**src/rtl/cp0_regfile.sv**
```systemverilog
// Coprocessor-0 register file: BadVAddr, Count, Compare, Status, Cause, EPC.
// Sits downstream of the exception decision logic and applies committed
// exceptions/ERET, MTC0 writes, the Count/Compare timer and external
// interrupt sampling. Returns EPC, Status, Cause and the interrupt request.
//
// Ports:
//   clk, resetn                 clock, asynchronous active-low reset
//   cp0_raddr_i / cp0_rdata_o   MFC0 register number / read data (comb)
//   cp0_we_i, cp0_waddr_i,
//   cp0_wdata_i                 MTC0 write port from MEM
//   exc_flag_i, exc_type_i,
//   exc_pc_i, exc_bd_i,
//   exc_baddr_i                 committed exception / ERET information
//   ext_int_i                   level-sensitive hardware interrupt lines
//   epc_o, status_o, cause_o    current register values
//   intr_o                      pending enabled interrupt (comb from regs)
module cp0_regfile #(
  parameter int unsigned EXCT_W    = 4,
  parameter int unsigned COUNT_DIV = 2
) (
  input  logic              clk,
  input  logic              resetn,
  input  logic [4:0]        cp0_raddr_i,
  output logic [31:0]       cp0_rdata_o,
  input  logic              cp0_we_i,
  input  logic [4:0]        cp0_waddr_i,
  input  logic [31:0]       cp0_wdata_i,
  input  logic              exc_flag_i,
  input  logic [EXCT_W-1:0] exc_type_i,
  input  logic [31:0]       exc_pc_i,
  input  logic              exc_bd_i,
  input  logic [31:0]       exc_baddr_i,
  input  logic [5:0]        ext_int_i,
  output logic [31:0]       epc_o,
  output logic [31:0]       status_o,
  output logic [31:0]       cause_o,
  output logic              intr_o
);

  localparam int unsigned DATA_W = 32;

  localparam logic [4:0] REG_BADVADDR = 5'd8;
  localparam logic [4:0] REG_COUNT    = 5'd9;
  localparam logic [4:0] REG_COMPARE  = 5'd11;
  localparam logic [4:0] REG_STATUS   = 5'd12;
  localparam logic [4:0] REG_CAUSE    = 5'd13;
  localparam logic [4:0] REG_EPC      = 5'd14;

  localparam logic [DATA_W-1:0] TYPE_INTR   = 32'd1;
  localparam logic [DATA_W-1:0] TYPE_ADEL_F = 32'd2;
  localparam logic [DATA_W-1:0] TYPE_ADEL_D = 32'd3;
  localparam logic [DATA_W-1:0] TYPE_ADES   = 32'd4;
  localparam logic [DATA_W-1:0] TYPE_OV     = 32'd5;
  localparam logic [DATA_W-1:0] TYPE_SYS    = 32'd6;
  localparam logic [DATA_W-1:0] TYPE_BP     = 32'd7;
  localparam logic [DATA_W-1:0] TYPE_RI     = 32'd8;
  localparam logic [DATA_W-1:0] TYPE_ERET   = 32'd9;

  // State registers
  logic [DATA_W-1:0] badvaddr_q, badvaddr_d;
  logic [DATA_W-1:0] count_q,    count_d;
  logic [DATA_W-1:0] compare_q,  compare_d;
  logic [DATA_W-1:0] epc_q,      epc_d;
  logic [7:0]        im_q,       im_d;
  logic              exl_q,      exl_d;
  logic              ie_q,       ie_d;
  logic              bd_q,       bd_d;
  logic              ti_q,       ti_d;
  logic [4:0]        exccode_q,  exccode_d;
  logic [1:0]        ip_sw_q,    ip_sw_d;
  logic [5:0]        ext_q,      ext_d;
  logic              phase_q,    phase_d;

  logic [DATA_W-1:0] exc_type_w;
  logic              is_exc;
  logic              is_eret;
  logic              is_addr_exc;
  logic              tick;
  logic              ti_hit;
  logic [4:0]        exc_code;
  logic [DATA_W-1:0] status_w;
  logic [DATA_W-1:0] cause_w;

  // Zero-extend the type so decoding is independent of EXCT_W
  assign exc_type_w = DATA_W'(exc_type_i);

  // Commit decode; types 0 and 10..15 are no-ops
  always_comb begin
    is_exc      = exc_flag_i && (exc_type_w >= TYPE_INTR) && (exc_type_w <= TYPE_RI);
    is_eret     = exc_flag_i && (exc_type_w == TYPE_ERET);
    is_addr_exc = (exc_type_w >= TYPE_ADEL_F) && (exc_type_w <= TYPE_ADES);
  end

  // Type to Cause.ExcCode
  always_comb begin
    exc_code = 5'h00;
    case (exc_type_w)
      TYPE_INTR:   exc_code = 5'h00;
      TYPE_ADEL_F: exc_code = 5'h04;
      TYPE_ADEL_D: exc_code = 5'h04;
      TYPE_ADES:   exc_code = 5'h05;
      TYPE_OV:     exc_code = 5'h0C;
      TYPE_SYS:    exc_code = 5'h08;
      TYPE_BP:     exc_code = 5'h09;
      TYPE_RI:     exc_code = 5'h0A;
      default:     exc_code = 5'h00;
    endcase
  end

  // Count advances on every clock (div 1) or when the phase bit is set (div 2)
  assign tick   = (COUNT_DIV == 1) ? 1'b1 : phase_q;
  assign ti_hit = tick && (count_q == compare_q);

  // Next-state logic; an exception/ERET commit swallows a same-cycle MTC0
  always_comb begin
    badvaddr_d = badvaddr_q;
    count_d    = count_q + DATA_W'(tick);
    compare_d  = compare_q;
    epc_d      = epc_q;
    im_d       = im_q;
    exl_d      = exl_q;
    ie_d       = ie_q;
    bd_d       = bd_q;
    ti_d       = ti_q | ti_hit;
    exccode_d  = exccode_q;
    ip_sw_d    = ip_sw_q;
    ext_d      = ext_int_i;
    phase_d    = ~phase_q;

    if (is_exc) begin
      // Nested exceptions keep the original return point
      if (!exl_q) begin
        epc_d = exc_bd_i ? (exc_pc_i - 32'd4) : exc_pc_i;
        bd_d  = exc_bd_i;
      end
      exl_d     = 1'b1;
      exccode_d = exc_code;
      if (is_addr_exc) begin
        badvaddr_d = exc_baddr_i;
      end
    end else if (is_eret) begin
      exl_d = 1'b0;
    end else if (cp0_we_i) begin
      case (cp0_waddr_i)
        REG_COUNT:   count_d = cp0_wdata_i;
        REG_COMPARE: begin
          compare_d = cp0_wdata_i;
          ti_d      = 1'b0;  // clear beats a same-cycle timer hit
        end
        REG_STATUS: begin
          im_d  = cp0_wdata_i[15:8];
          exl_d = cp0_wdata_i[1];
          ie_d  = cp0_wdata_i[0];
        end
        REG_CAUSE:   ip_sw_d = cp0_wdata_i[9:8];
        REG_EPC:     epc_d   = cp0_wdata_i;
        default:     ;
      endcase
    end
  end

  // State update
  always_ff @(posedge clk or negedge resetn) begin
    if (!resetn) begin
      badvaddr_q <= '0;
      count_q    <= '0;
      compare_q  <= '0;
      epc_q      <= '0;
      im_q       <= '0;
      exl_q      <= 1'b0;
      ie_q       <= 1'b0;
      bd_q       <= 1'b0;
      ti_q       <= 1'b0;
      exccode_q  <= '0;
      ip_sw_q    <= '0;
      ext_q      <= '0;
      phase_q    <= 1'b0;
    end else begin
      badvaddr_q <= badvaddr_d;
      count_q    <= count_d;
      compare_q  <= compare_d;
      epc_q      <= epc_d;
      im_q       <= im_d;
      exl_q      <= exl_d;
      ie_q       <= ie_d;
      bd_q       <= bd_d;
      ti_q       <= ti_d;
      exccode_q  <= exccode_d;
      ip_sw_q    <= ip_sw_d;
      ext_q      <= ext_d;
      phase_q    <= phase_d;
    end
  end

  // Architectural views; BEV (bit 22) is hard-wired to 1
  assign status_w = {9'd0, 1'b1, 6'd0, im_q, 6'd0, exl_q, ie_q};
  // IP[7] merges the timer with the sixth hardware line
  assign cause_w  = {bd_q, ti_q, 14'd0, ti_q | ext_q[5], ext_q[4:0], ip_sw_q,
                     1'b0, exccode_q, 2'd0};

  assign epc_o    = epc_q;
  assign status_o = status_w;
  assign cause_o  = cause_w;
  assign intr_o   = ie_q & ~exl_q & (|(cause_w[15:8] & im_q));

  // MFC0 read mux
  always_comb begin
    cp0_rdata_o = '0;
    case (cp0_raddr_i)
      REG_BADVADDR: cp0_rdata_o = badvaddr_q;
      REG_COUNT:    cp0_rdata_o = count_q;
      REG_COMPARE:  cp0_rdata_o = compare_q;
      REG_STATUS:   cp0_rdata_o = status_w;
      REG_CAUSE:    cp0_rdata_o = cause_w;
      REG_EPC:      cp0_rdata_o = epc_q;
      default:      cp0_rdata_o = '0;
    endcase
  end

endmodule

```
**config.mk**
```make
export PLATFORM = sky130hd
export DESIGN_NAME = cp0_regfile
export DESIGN_NICKNAME = d
export VERILOG_FILES = /design/src/rtl/cp0_regfile.sv
export SDC_FILE = /design/constraint.sdc
export NUM_CORES = 1
export LEC_CHECK = 0
export CORE_MARGIN = 2
export CORE_UTILIZATION = 49
export CTS_BUF_LIST = sky130_fd_sc_hd__clkbuf_16
export CTS_CLUSTER_SIZE = 30
export DETAILED_ROUTE_END_ITERATION = 10
export PLACE_DENSITY = 0.92
export SYNTH_ARGS = -nofsm -noshare
export SYNTH_HDL_FRONTEND = slang
export SYNTH_SLANG_ARGS = --single-unit
```
**constraint.sdc**
```tcl
create_clock -name clk -period 2.69 [get_ports clk]
set_input_delay 0.4035 -clock clk [delete_from_list [all_inputs] [get_ports clk]]
set_output_delay 0.4035 -clock clk [all_outputs]
set_load 0.03 [all_outputs]
```
==> impl_metrics.json, run 1 <==
{
  "status": "completed",
  "numCtsBuffers": 17,
  "grt_overflow": 0,
  "fmax_mhz": 376,
  "hold_slack_ns": 0.404,
  "synth_area_per_cell_um2": 10.1,
  "gp_congestion": 0.980,
  "relSlewSlack": 0.561,
  "grt_pass1_vias": 8201,
  "fin_util": 0.674,
  "cts_tree": "done",
  "io_buffers": 209,
  "critPathKind": "input pin to primary output",
  "final_cell_mix": "175 x clkdlybuf4s50_1, 153 x dfrtp_1, 94 x nand2_1, 72 x a22oi_1, 62 x o21ai_0",
  "via_count": 8304,
  "yosysTopAreaCell": "dfrtp_1",
  "finalNetCount": 1225,
  "hpwlAfterDp_um": 21600,
  "async_flop_share": 1.00,
  "htree_levels": 4,
  "period_share": 0.988,
  "cp_max_fo": 16,
  "synth_edf_count": 0,
  "ys_ff_latch": 153,
  "hold_viol": 0,
  "wl_per_cell_um": 22.3,
  "cts_sinks": 153,
  "core.rowCount": 49,
  "end_kind": "primary output",
  "power.density_nw_per_um2": 740,
  "n_antenna_cell": 0,
  "antenna_found_initial": 1,
  "cp.required_ns": 2.29,
  "root_buffer": "clkbuf_16",
  "p_leak_nw": 5.00,
  "fp.dieH_um": 139,
  "finalSetupViolations": 0,
  "wl_um": 29900,
  "ir_worst_vdd_mv": 0.576,
  "grt_usage": 0.304,
  "dieArea_um2": 19200,
  "clock_skew_ns": 0.00806,
  "insertion_delay_ns": 0.44,
  "cap_violations": 0,
  "synth_seq_area_share": 0.431,
  "holdCritPathClass": "input pin to flip-flop",
  "synth_ff_type": "dfrtp_1",
  "drt-initial-drc-count": 919,
  "fin_area_um2": 12000,
  "ys_types": 64,
  "drcViolationCount": 0,
  "critPathArrivalTime_ns": 2.25,
  "viasPerCell": 6.20,
  "yosysWarnings": 0,
  "clock_path_buffers": 2,
  "worstMarginPinSlew_ns": 0.656,
  "core_area_um2": 17800,
  "postRouteAntennaNets": 0,
  "clkTransAtPathRegs_ns": 0.06,
  "grt_max_degree": 57,
  "grt_pass1_wl_um": 45600,
  "final_common_cell": "clkdlybuf4s50_1",
  "die_width_um": 139,
  "synth_cells": 881,
  "synth_area_leaders": "dfrtp_1 43%, a22oi_1 6.1%, mux2_2 5.8%",
  "fin_crit_ns": 2.66,
  "initial_core_util": 0.498,
  "area_delta_synth_final_pct": 35.5,
  "slew_violations": 0,
  "synth_area_um2": 8880,
  "yosys.area.top_type_share": 0.431,
  "postPlaceCellArea_um2": 11400,
  "detail_route.first_pass.iterations": 6,
  "worst_setup_path_start_kind": "input pin",
  "ioPinCount": 250,
  "fill_cells": 1245,
  "drive_gt1_frac": 0.160
}
layout make-up:
class                   instances  area [µm²]  share of cell area
multi-input cells             658        4560               0.380
inverters                      10        37.5             0.00312
repair buffers                258        2790               0.232
flip-flops and latches        153        3830               0.318
well taps                     229         287              0.0238
clock buffers                  17         425              0.0354
clock inverters                15        93.8             0.00781
repair_timing:
item | 4_1_cts | 5_1_grt
pin swaps | 0 | 1
gates resized for setup | 1 | 4
cloned | 0 | 2
hold endpoints to repair | 48 | 0
buffers inserted | 0 | 2
hold buffers | 1 | 0
endpoints found under the setup margin | 1 | 28
power by group:
| group | switching, mW | internal, mW | leakage [nW] | total [mW] |
|---|---|---|---|---|
| Clock | 0.922 | 1.23 | 0.267 | 2.16 |
| Sequential | 0.840 | 2.94 | 1.85 | 3.78 |
| Combinational | 1.64 | 1.32 | 2.88 | 2.96 |
| Total | 3.41 | 5.49 | 5.00 | 8.90 |
synthesized netlist by cell type (all sizes together), types with 2 or more instances:
cell,n
or3,2
nor3b,3
a31oi,3
nand4,15
a222oi,10
nor4b,5
a21oi,12
nor4,23
o31ai,4
inv,10
o21a,4
or2,2
a2111o,2
nor3,20
o22ai,3
nand2b,4
nand3,37
o211ai,3
a211oi,3
xor2,52
conb,2
mux2i,4
buf,70
nand2,96
nor2,34
xnor2,34
mux2,78
and3,7
ha,6
clkbuf,28
a22oi,72
dfrtp,153
o21ai,65
nand3b,2
logic make-up after synthesis:
logic type / synth area share
buf+inv: 0.0732
simple gates: 0.156
other cells: 0.000846
fa+ha+maj: 0.00846
mux: 0.103
flops: 0.431
compound gates: 0.142
xor+xnor: 0.0849
final timing paths:
| kind | startpoint | end | slack [ns] | cells after the start |
|---|---|---|---|---|
| min reg2reg | phase_q | phase_q | 0.48 | 1 |
| max in group asynchronous | resetn | compare_q[19] | 1.45 | 3 |
| max | cp0_raddr_i[3] | cp0_rdata_o[16] | 0.03 | 8 |
| min | ext_int_i[3] | ext_q[3] | 0.40 | 1 |
| max reg2reg | count_q[0] | count_q[26] | 0.28 | 7 |
| min in group asynchronous | resetn | epc_o[29] | 0.50 | 2 |
registers in the layout, summed over array words and instances (netlist names):
register / cells
badvaddr_q: 32
compare_q: 32
count_q: 32
epc_o: 32
im_q: 8
ext_q: 6
exccode_q: 4
ip_sw_q: 2
bd_q: 1
exl_q: 1
ie_q: 1
phase_q: 1
ti_q: 1
routing by layer:
metal / track usage / up-vias / part of all wire / wire length, µm
li1: - / 3539 / - / -
met1: 0.398 / 4031 / 0.37 / 11100
met2: 0.480 / 624 / 0.46 / 13900
met3: 0.0805 / 108 / 0.12 / 3660
met4: 0.130 / 2 / 0.041 / 1240
met5: 0 / - / 0.00043 / 13
metrics by stage:
step | setup TNS (ns) | total power, mW | std cells | setup slack (ns)
2_1_floorplan | 0 | 5.28 | 919 | 0.392
3_3_place_gp | -0.269 | 6.51 | 1303 | -0.0148
3_5_place_dp | -3.14 | 6.65 | 1303 | -0.0930
4_1_cts | 0 | 8.82 | 1336 | 0.00930
5_1_grt | -0.0258 | 9.22 | 1340 | -0.00736
6_report | 0 | 8.90 | 1340 | 0.0325
critical path, cell delays in order:
cell             delay, ns
clkdlybuf4s50_1       0.48
or3b_4                0.42
nor3_4                0.20
buf_4                 0.18
buf_8                 0.19
a22oi_1               0.12
nand2_1               0.10
buf_4                 0.16
(Power assumes the default switching activity.)
==> run 2, diff against run 1 <==
--- a/config.mk
+++ b/config.mk
@@ -5,6 +5,7 @@
 export SDC_FILE = /design/constraint.sdc
 export NUM_CORES = 1
 export LEC_CHECK = 0
+export ABC_CLOCK_PERIOD_IN_PS = 2690
 export CORE_MARGIN = 2
 export CORE_UTILIZATION = 49
 export CTS_BUF_LIST = sky130_fd_sc_hd__clkbuf_16
==> results of run 2 <==
Final layout, timing and power as in run 1 (identical DEF).
